[config.mk]
export PLATFORM = sky130hd
export DESIGN_NAME = cordic_result_collector_flat
export DESIGN_NICKNAME = d
export VERILOG_FILES = /design/src/rtl/cordic_result_collector_if.sv /design/src/rtl/cordic_result_collector.sv /design/src/flat_wrapper.sv
export SDC_FILE = /design/constraint.sdc
export NUM_CORES = 1
export LEC_CHECK = 0
export ABC_AREA = 1
export CAP_MARGIN = 40
export CORE_AREA = 2 2 134 136
export DETAILED_ROUTE_END_ITERATION = 7
export DIE_AREA = 0 0 136 138
export PLACE_DENSITY = 0.63
export SLEW_MARGIN = 5
export SYNTH_ARGS = -nofsm -noshare
export SYNTH_HDL_FRONTEND = slang
export SYNTH_SLANG_ARGS = --single-unit
[constraint.sdc]
create_clock -name clk -period 4.2 [get_ports clk]
set_clock_uncertainty 0.05 [all_clocks]
set_input_delay 0.84 -clock clk [delete_from_list [all_inputs] [get_ports clk]]
set_output_delay 0.84 -clock clk [all_outputs]
set_load 0.1 [all_outputs]
[src/rtl/cordic_result_collector_if.sv]
// Handshake bundle between the CORDIC FSM, the result collector and the
// downstream consumer. The master modport is the collector's view.
interface cordic_result_collector_if #(
    parameter int W     = 32,
    parameter int DEPTH = 4
);
    localparam int CW = $clog2(DEPTH + 1);

    logic          ready_CORDIC;
    logic [W-1:0]  data_output;
    logic          exception;
    logic          ACK_FSM_CORDIC;
    logic          out_valid;
    logic [W-1:0]  out_data;
    logic          out_exc;
    logic          out_ready;
    logic [CW-1:0] fifo_count;
    logic          full;
    logic [15:0]   result_cnt;

    modport master (
        input  ready_CORDIC,
        input  data_output,
        input  exception,
        input  out_ready,
        output ACK_FSM_CORDIC,
        output out_valid,
        output out_data,
        output out_exc,
        output fifo_count,
        output full,
        output result_cnt
    );

    modport slave (
        output ready_CORDIC,
        output data_output,
        output exception,
        output out_ready,
        input  ACK_FSM_CORDIC,
        input  out_valid,
        input  out_data,
        input  out_exc,
        input  fifo_count,
        input  full,
        input  result_cnt
    );
endinterface

[src/rtl/cordic_result_collector.sv]
// Captures CORDIC results with a one-cycle ACK handshake and buffers them in a
// show-ahead FIFO drained by a valid/ready consumer.
module cordic_result_collector #(
    parameter int W     = 32,
    parameter int DEPTH = 4
) (
    input  logic                       clk,
    input  logic                       reset,
    cordic_result_collector_if.master  bus
);
    localparam int CW = $clog2(DEPTH + 1);
    localparam int AW = $clog2(DEPTH);

    typedef enum logic [1:0] {
        IDLE     = 2'd0,
        ACK      = 2'd1,
        WAIT_LOW = 2'd2
    } state_t;

    state_t        state;
    logic          ack;
    logic [15:0]   result_cnt;
    logic [W:0]    mem [DEPTH];
    logic [AW-1:0] wr_ptr;
    logic [AW-1:0] rd_ptr;
    logic [CW-1:0] count;
    logic [W:0]    head;
    logic          full;
    logic          push;
    logic          pop;

    // full comes from the registered count, so a same-cycle pop never frees a slot early
    assign full = (count == CW'(DEPTH));
    assign pop  = (count != '0) && bus.out_ready;
    assign push = (state == IDLE) && bus.ready_CORDIC && !full;

    always_ff @(posedge clk or negedge reset) begin
        if (!reset) begin
            state      <= IDLE;
            ack        <= 1'b0;
            result_cnt <= '0;
        end else begin
            case (state)
                IDLE: begin
                    ack <= 1'b0;
                    if (push) begin
                        state      <= ACK;
                        ack        <= 1'b1;
                        result_cnt <= result_cnt + 16'd1;
                    end
                end
                ACK: begin
                    ack   <= 1'b0;
                    state <= WAIT_LOW;
                end
                WAIT_LOW: begin
                    ack <= 1'b0;
                    // ready_CORDIC still high means the same result; wait it out
                    if (!bus.ready_CORDIC) begin
                        state <= IDLE;
                    end
                end
                default: begin
                    ack   <= 1'b0;
                    state <= IDLE;
                end
            endcase
        end
    end

    always_ff @(posedge clk or negedge reset) begin
        if (!reset) begin
            for (int unsigned i = 0; i < DEPTH; i++) begin
                mem[i] <= '0;
            end
            wr_ptr <= '0;
            rd_ptr <= '0;
            count  <= '0;
        end else begin
            if (push) begin
                mem[wr_ptr] <= {bus.exception, bus.data_output};
                wr_ptr      <= wr_ptr + 1'b1;
            end
            if (pop) begin
                rd_ptr <= rd_ptr + 1'b1;
            end
            case ({push, pop})
                2'b10:   count <= count + 1'b1;
                2'b01:   count <= count - 1'b1;
                default: count <= count;
            endcase
        end
    end

    assign head               = mem[rd_ptr];
    assign bus.out_exc        = head[W];
    assign bus.out_data       = head[W-1:0];
    assign bus.out_valid      = (count != '0);
    assign bus.fifo_count     = count;
    assign bus.full           = full;
    assign bus.ACK_FSM_CORDIC = ack;
    assign bus.result_cnt     = result_cnt;
endmodule

[src/flat_wrapper.sv]
// flat-port wrapper written by rule: the top's interface ports become plain ports
module cordic_result_collector_flat 
#(
    parameter int W     = 32,
    parameter int DEPTH = 4
)
  (clk, reset, bus_ready_CORDIC, bus_data_output, bus_exception, bus_out_ready, bus_ACK_FSM_CORDIC, bus_out_valid, bus_out_data, bus_out_exc, bus_fifo_count, bus_full, bus_result_cnt);
  cordic_result_collector_if #(.W(W), .DEPTH(DEPTH)) bus_i ();
  input  logic clk;
  input  logic reset;
  input wire logic [$bits(bus_i.ready_CORDIC)-1:0] bus_ready_CORDIC;
  input wire logic [$bits(bus_i.data_output)-1:0] bus_data_output;
  input wire logic [$bits(bus_i.exception)-1:0] bus_exception;
  input wire logic [$bits(bus_i.out_ready)-1:0] bus_out_ready;
  output wire logic [$bits(bus_i.ACK_FSM_CORDIC)-1:0] bus_ACK_FSM_CORDIC;
  output wire logic [$bits(bus_i.out_valid)-1:0] bus_out_valid;
  output wire logic [$bits(bus_i.out_data)-1:0] bus_out_data;
  output wire logic [$bits(bus_i.out_exc)-1:0] bus_out_exc;
  output wire logic [$bits(bus_i.fifo_count)-1:0] bus_fifo_count;
  output wire logic [$bits(bus_i.full)-1:0] bus_full;
  output wire logic [$bits(bus_i.result_cnt)-1:0] bus_result_cnt;
  assign bus_i.ready_CORDIC = bus_ready_CORDIC;
  assign bus_i.data_output = bus_data_output;
  assign bus_i.exception = bus_exception;
  assign bus_i.out_ready = bus_out_ready;
  assign bus_ACK_FSM_CORDIC = bus_i.ACK_FSM_CORDIC;
  assign bus_out_valid = bus_i.out_valid;
  assign bus_out_data = bus_i.out_data;
  assign bus_out_exc = bus_i.out_exc;
  assign bus_fifo_count = bus_i.fifo_count;
  assign bus_full = bus_i.full;
  assign bus_result_cnt = bus_i.result_cnt;
  cordic_result_collector #(.W(W), .DEPTH(DEPTH)) u_core (.clk(clk), .reset(reset), .bus(bus_i));
endmodule
* Yosys cells after proc, flatten, opt, wreduce, memory -nomap -nowiden *
Index checks and enable logic that the tools add are counted.

operators by class
  bitwise operators = 2
  $add $sub $neg = 5
  reductions and logical operators = 10
  equal/unequal tests = 7
  muxes and demuxes = 12
  order comparisons = 3

operator list
  cell                                                       count
  bitwise mux 132 bit                                        1
  two-way mux 33 bit                                         3
  binary-select mux 33 bit (select 2 bit)                    1
  demux 33 bit (select 2 bit)                                1
  adder 16 x 1 -> 16 bit (second input constant)             1
  greater-or-equal comparator 3 bit (second input constant)  2
  inverter 2 -> 3 bit                                        2
  one-hot mux 2 bit (3 select lines)                         1
  one-hot mux 3 bit (2 select lines)                         1
  adder 2 x 1 -> 2 bit (second input constant)               2
  equality test 2 x 1 -> 1 bit (second input constant)       2
  equality test 2 bit (second input constant)                2
  logical AND 1 bit                                          4
  two-way mux 2 bit                                          2
  AND reduction 2 bit                                        2
  adder 3 x 1 -> 3 bit (second input constant)               1
  equality test 3 bit (second input constant)                1
  < comparator 3 x 1 -> 1 bit (second input constant)        1
  nonzero test 3 bit                                         1
  subtractor 3 x 1 -> 3 bit (second input constant)          1
  zero test 2 bit                                            1
  two-way mux 1 bit                                          2
  inequality test 2 x 1 -> 1 bit (second input constant)     1
  inequality test 2 bit (second input constant)              1
  2 further kinds                                            2

word-level totals
  bits of input ports = 37
  output and inout bits = 55
  word-level logic and storage cells = 49
  register bits = 158

* Logic depth before layout (Yosys ltp) *
  word-level depth = 6
  mapped depth = 10
  gate-level depth less buffers = 10

* Least setup slack after synthesis *
Ideal clock, no wire load.

  path type = flip-flop to output port
  start point = register u_core.rd_ptr[0]
  end point = output bus_out_data[12]
  slack = 0.869 ns
  path buffers = 2
  cell stages (with the launch flop) = 6
  data required time = 3.310 ns
  arrival time = 2.441 ns
  cells stage by stage = dfrtp_1 -> inv_1 -> buf_2 -> clkbuf_1 -> nor2_1 -> o22ai_1

between the ends
  cells in the longest elaborated chain, start to end = 4

RTL lines
  item                                                    RTL line                       source
  from (decl)                                             cordic_result_collector.sv:25  logic [AW-1:0] rd_ptr;
  from (signal assigned)                                  cordic_result_collector.sv:85  rd_ptr <= rd_ptr + 1'b1;
  inverter 2 -> 3 bit (not written as such)               cordic_result_collector.sv:95  assign head = mem[rd_ptr];
  binary-select mux 33 bit (select 2 bit)                 cordic_result_collector.sv:95
  two-way mux 33 bit (not written as such) (2 in series)  cordic_result_collector.sv:95
  to (decl)                                               flat_wrapper.sv:17             output wire logic [$bits(bus_i.out_data)-1:0] bus_out_data;

No other way between the ends. The select of a mux whose other input is x is not followed.

* Final worst setup path *
  start point = register u_core.rd_ptr[1]
  end point = output bus_out_data[1]

The elaborated chain is that of the path after synthesis.

==> results.sh <==
export IMPL_area_growth_pct=31.0
export IMPL_synth_edff_count=0
export IMPL_critical_path_peak_fanout=21
export IMPL_cts_buffers=17
export IMPL_grt_overflow_total=0
export IMPL_num_antenna_cells=0
export IMPL_yosysWarnings=0
export IMPL_slew_violations=0
export IMPL_synthArstFlopShare_pct=100
export IMPL_endpoint_kind="output port"
export IMPL_setup_tns_ns=0
export IMPL_syn_nets=845
export IMPL_start_kind="flip-flop"
export IMPL_cts_tree="yes"
export IMPL_layout_drive_gt1_share_pct=15.3
export IMPL_wl_per_cell_um=14.4
export IMPL_arrival_ns=2.36
export IMPL_h_tree_depth=4
export IMPL_fmax_mhz=308
export IMPL_critical_path_top_delay_family="flip-flops"
export IMPL_status="finished clean"
export IMPL_io_buffers=91
export IMPL_firstDrtPassIters=5
export IMPL_hold_ws_ns=0.423
export IMPL_relSlewSlack_pct=43.6
export IMPL_grt_total_usage_pct=18.6
export IMPL_syn_inst=801
export IMPL_die_h_um=138
export IMPL_cts_setup_buffers=0
export IMPL_hold_class="flip-flop to flip-flop"
export IMPL_fin_nets=939
export IMPL_core_rowCount=49
export IMPL_max_cap_viol_count=0
export IMPL_clock_sinks=158
export IMPL_cp_buffers_inverters=2
export IMPL_gp_congestion=0.800
export IMPL_die_area_um2=18800
export IMPL_synthTopCellsByCount="nand2_1 (171), dfrtp_1 (158), o21ai_1 (102)"
export IMPL_antenna_found_initial=0
export IMPL_yosysMostFrequentCell="nand2_1"
export IMPL_drtIter0Drc=374
export IMPL_seq_area_frac_synth_pct=55.5
export IMPL_ys_dominant_reg_cell="dfrtp_1"
export IMPL_grt_max_degree=91
export IMPL_synth_top_area_cell="dfrtp_1"
export IMPL_syn_cell_area_um2=7130
export IMPL_ant_nets=0
export IMPL_grt_pass1_vias=5554
export IMPL_critical_path_max_stage_delay_ns=0.86
export IMPL_cts_resized=0
export IMPL_fin_crit_sh_pct=77.4
export IMPL_root_buffer="clkbuf_16"
export IMPL_cts_path_max_buffers=2
export IMPL_synth_area_leaders="dfrtp_1 (55%), nand2_1 (9.0%), o21ai_1 (7.2%), o21ai_0 (5.3%), nor2_1 (4.3%)"
export IMPL_die_w_um=136
export IMPL_worstMarginPinSlew_ns=0.845
export IMPL_vias=5670
export IMPL_crit_chain="buf_4 -> o21ai_0 -> o22ai_1 -> buf_12"
export IMPL_drt_total_wl_um=16300
export IMPL_ctsHoldBuffers=0
export IMPL_grt_pass1_wl_um=28000
export IMPL_crit_type="flip-flop to output port"
export IMPL_rsz0062_at_grt="no"
export IMPL_avgSynthCellArea_um2=8.90
export IMPL_hold_viol_final=0
export IMPL_core_um2=17500
export IMPL_synth_top_area_share_pct=55.5
export IMPL_io_pins=92
export IMPL_start_util_pct=40.7
export IMPL_setup_viol=0
export IMPL_clk_latency_ns=0.42
export IMPL_clk_pin_slew_worst_paths_ns=0.06
export IMPL_period_minus_slack_ns=3.25
export IMPL_dp_hpwl_um=10200
export IMPL_synth_cell_type_count=26
export IMPL_drc=0
export IMPL_slowest_stage="dfrtp_1"
export IMPL_crit_required_ns=3.31
export IMPL_fin_util_pct=53.2
export IMPL_via_per_inst=4.99
export IMPL_ys_ff_latch=158
[area by class of cell]
type	count	area, um^2
Tap cell	229	287
Clock inverter	10	88.8
Sequential cell	158	3960
Clock buffer	22	474
Fill cell	1651	8200
Multi-Input combinational cell	536	2650
Inverter	58	218
Timing Repair Buffer	124	1670
[placed cells by master, fill, tap and decap left out, types with 2 or more instances in the layout]
cell type,n
a21oi_1,2
buf_12,34
buf_4,10
buf_8,22
clkbuf_1,2
clkbuf_16,17
clkbuf_8,3
clkdlybuf4s50_1,57
clkinv_2,5
clkinv_4,3
dfrtp_1,157
ha_1,6
inv_1,53
inv_2,5
nand2_1,171
nand2_2,7
nand3_1,12
nand3b_1,3
nor2_1,81
nor2_2,3
o21ai_0,75
o21ai_1,102
o21ai_2,24
o22ai_1,33
xnor2_1,5
xor2_1,7
[sequential cells by signal (all words and copies together) (netlist names)]
name,count
u_core.bus.ACK_FSM_CORDIC,1
u_core.bus.fifo_count,3
u_core.bus.result_cnt,16
u_core.mem,132
u_core.rd_ptr,2
u_core.state,2
u_core.wr_ptr,2
[metrics by stage]
step,instances,cell area (um^2),worst slack (ns)
after floorplan,801,7130,0.869
after global placement,1083,8440,1.32
after detailed placement,1105,8770,1.28
after CTS,1137,9340,0.907
after global routing,1137,9340,0.833
final,1137,9340,0.948
[per-layer routing]
layer | wire (um) | up-vias | global-route usage (%)
met5 | 0 | - | 0
met4 | 284 | 0 | 6.58
met3 | 727 | 22 | 4.14
met2 | 7510 | 136 | 28.0
met1 | 7800 | 2697 | 26.5
li1 | - | 2815 | -
[logic make-up after synthesis]
family	count (synthesis)	synth area share, %
fa+ha+maj	7	1.33
flops	158	55.5
compound gates	236	18.4
simple gates	281	15.9
xor+xnor	12	1.47
buf+inv	107	7.41
[final timing paths]
kind | start | to | slack [ns] | depth (start not counted)
max in group asynchronous | reset | u_core.mem[86] | 2.82 | 2
min in group asynchronous | reset | u_core.mem[105] | 0.44 | 1
setup / recovery | u_core.rd_ptr[1] | bus_out_data[1] | 0.95 | 4
setup reg to reg | u_core.bus.fifo_count[0] | u_core.mem[25] | 2.06 | 8
hold / removal | u_core.state[1] | u_core.state[1] | 0.42 | 1
hold reg to reg | u_core.state[1] | u_core.state[1] | 0.42 | 1
[worst reg2reg max path, cell delays in order, from the launching register on]
cell	delay (ns)
dfrtp_1	0.41
inv_2	0.11
nand2_2	0.07
nor2_4	0.18
nor2_8	0.09
nand2_2	0.48
buf_4	0.47
nand2_1	0.12
o21ai_1	0.08
Power is left out: the tool's default activity adds up to more than one toggle a clock period on the data nets, which glitch-free logic cannot reach.
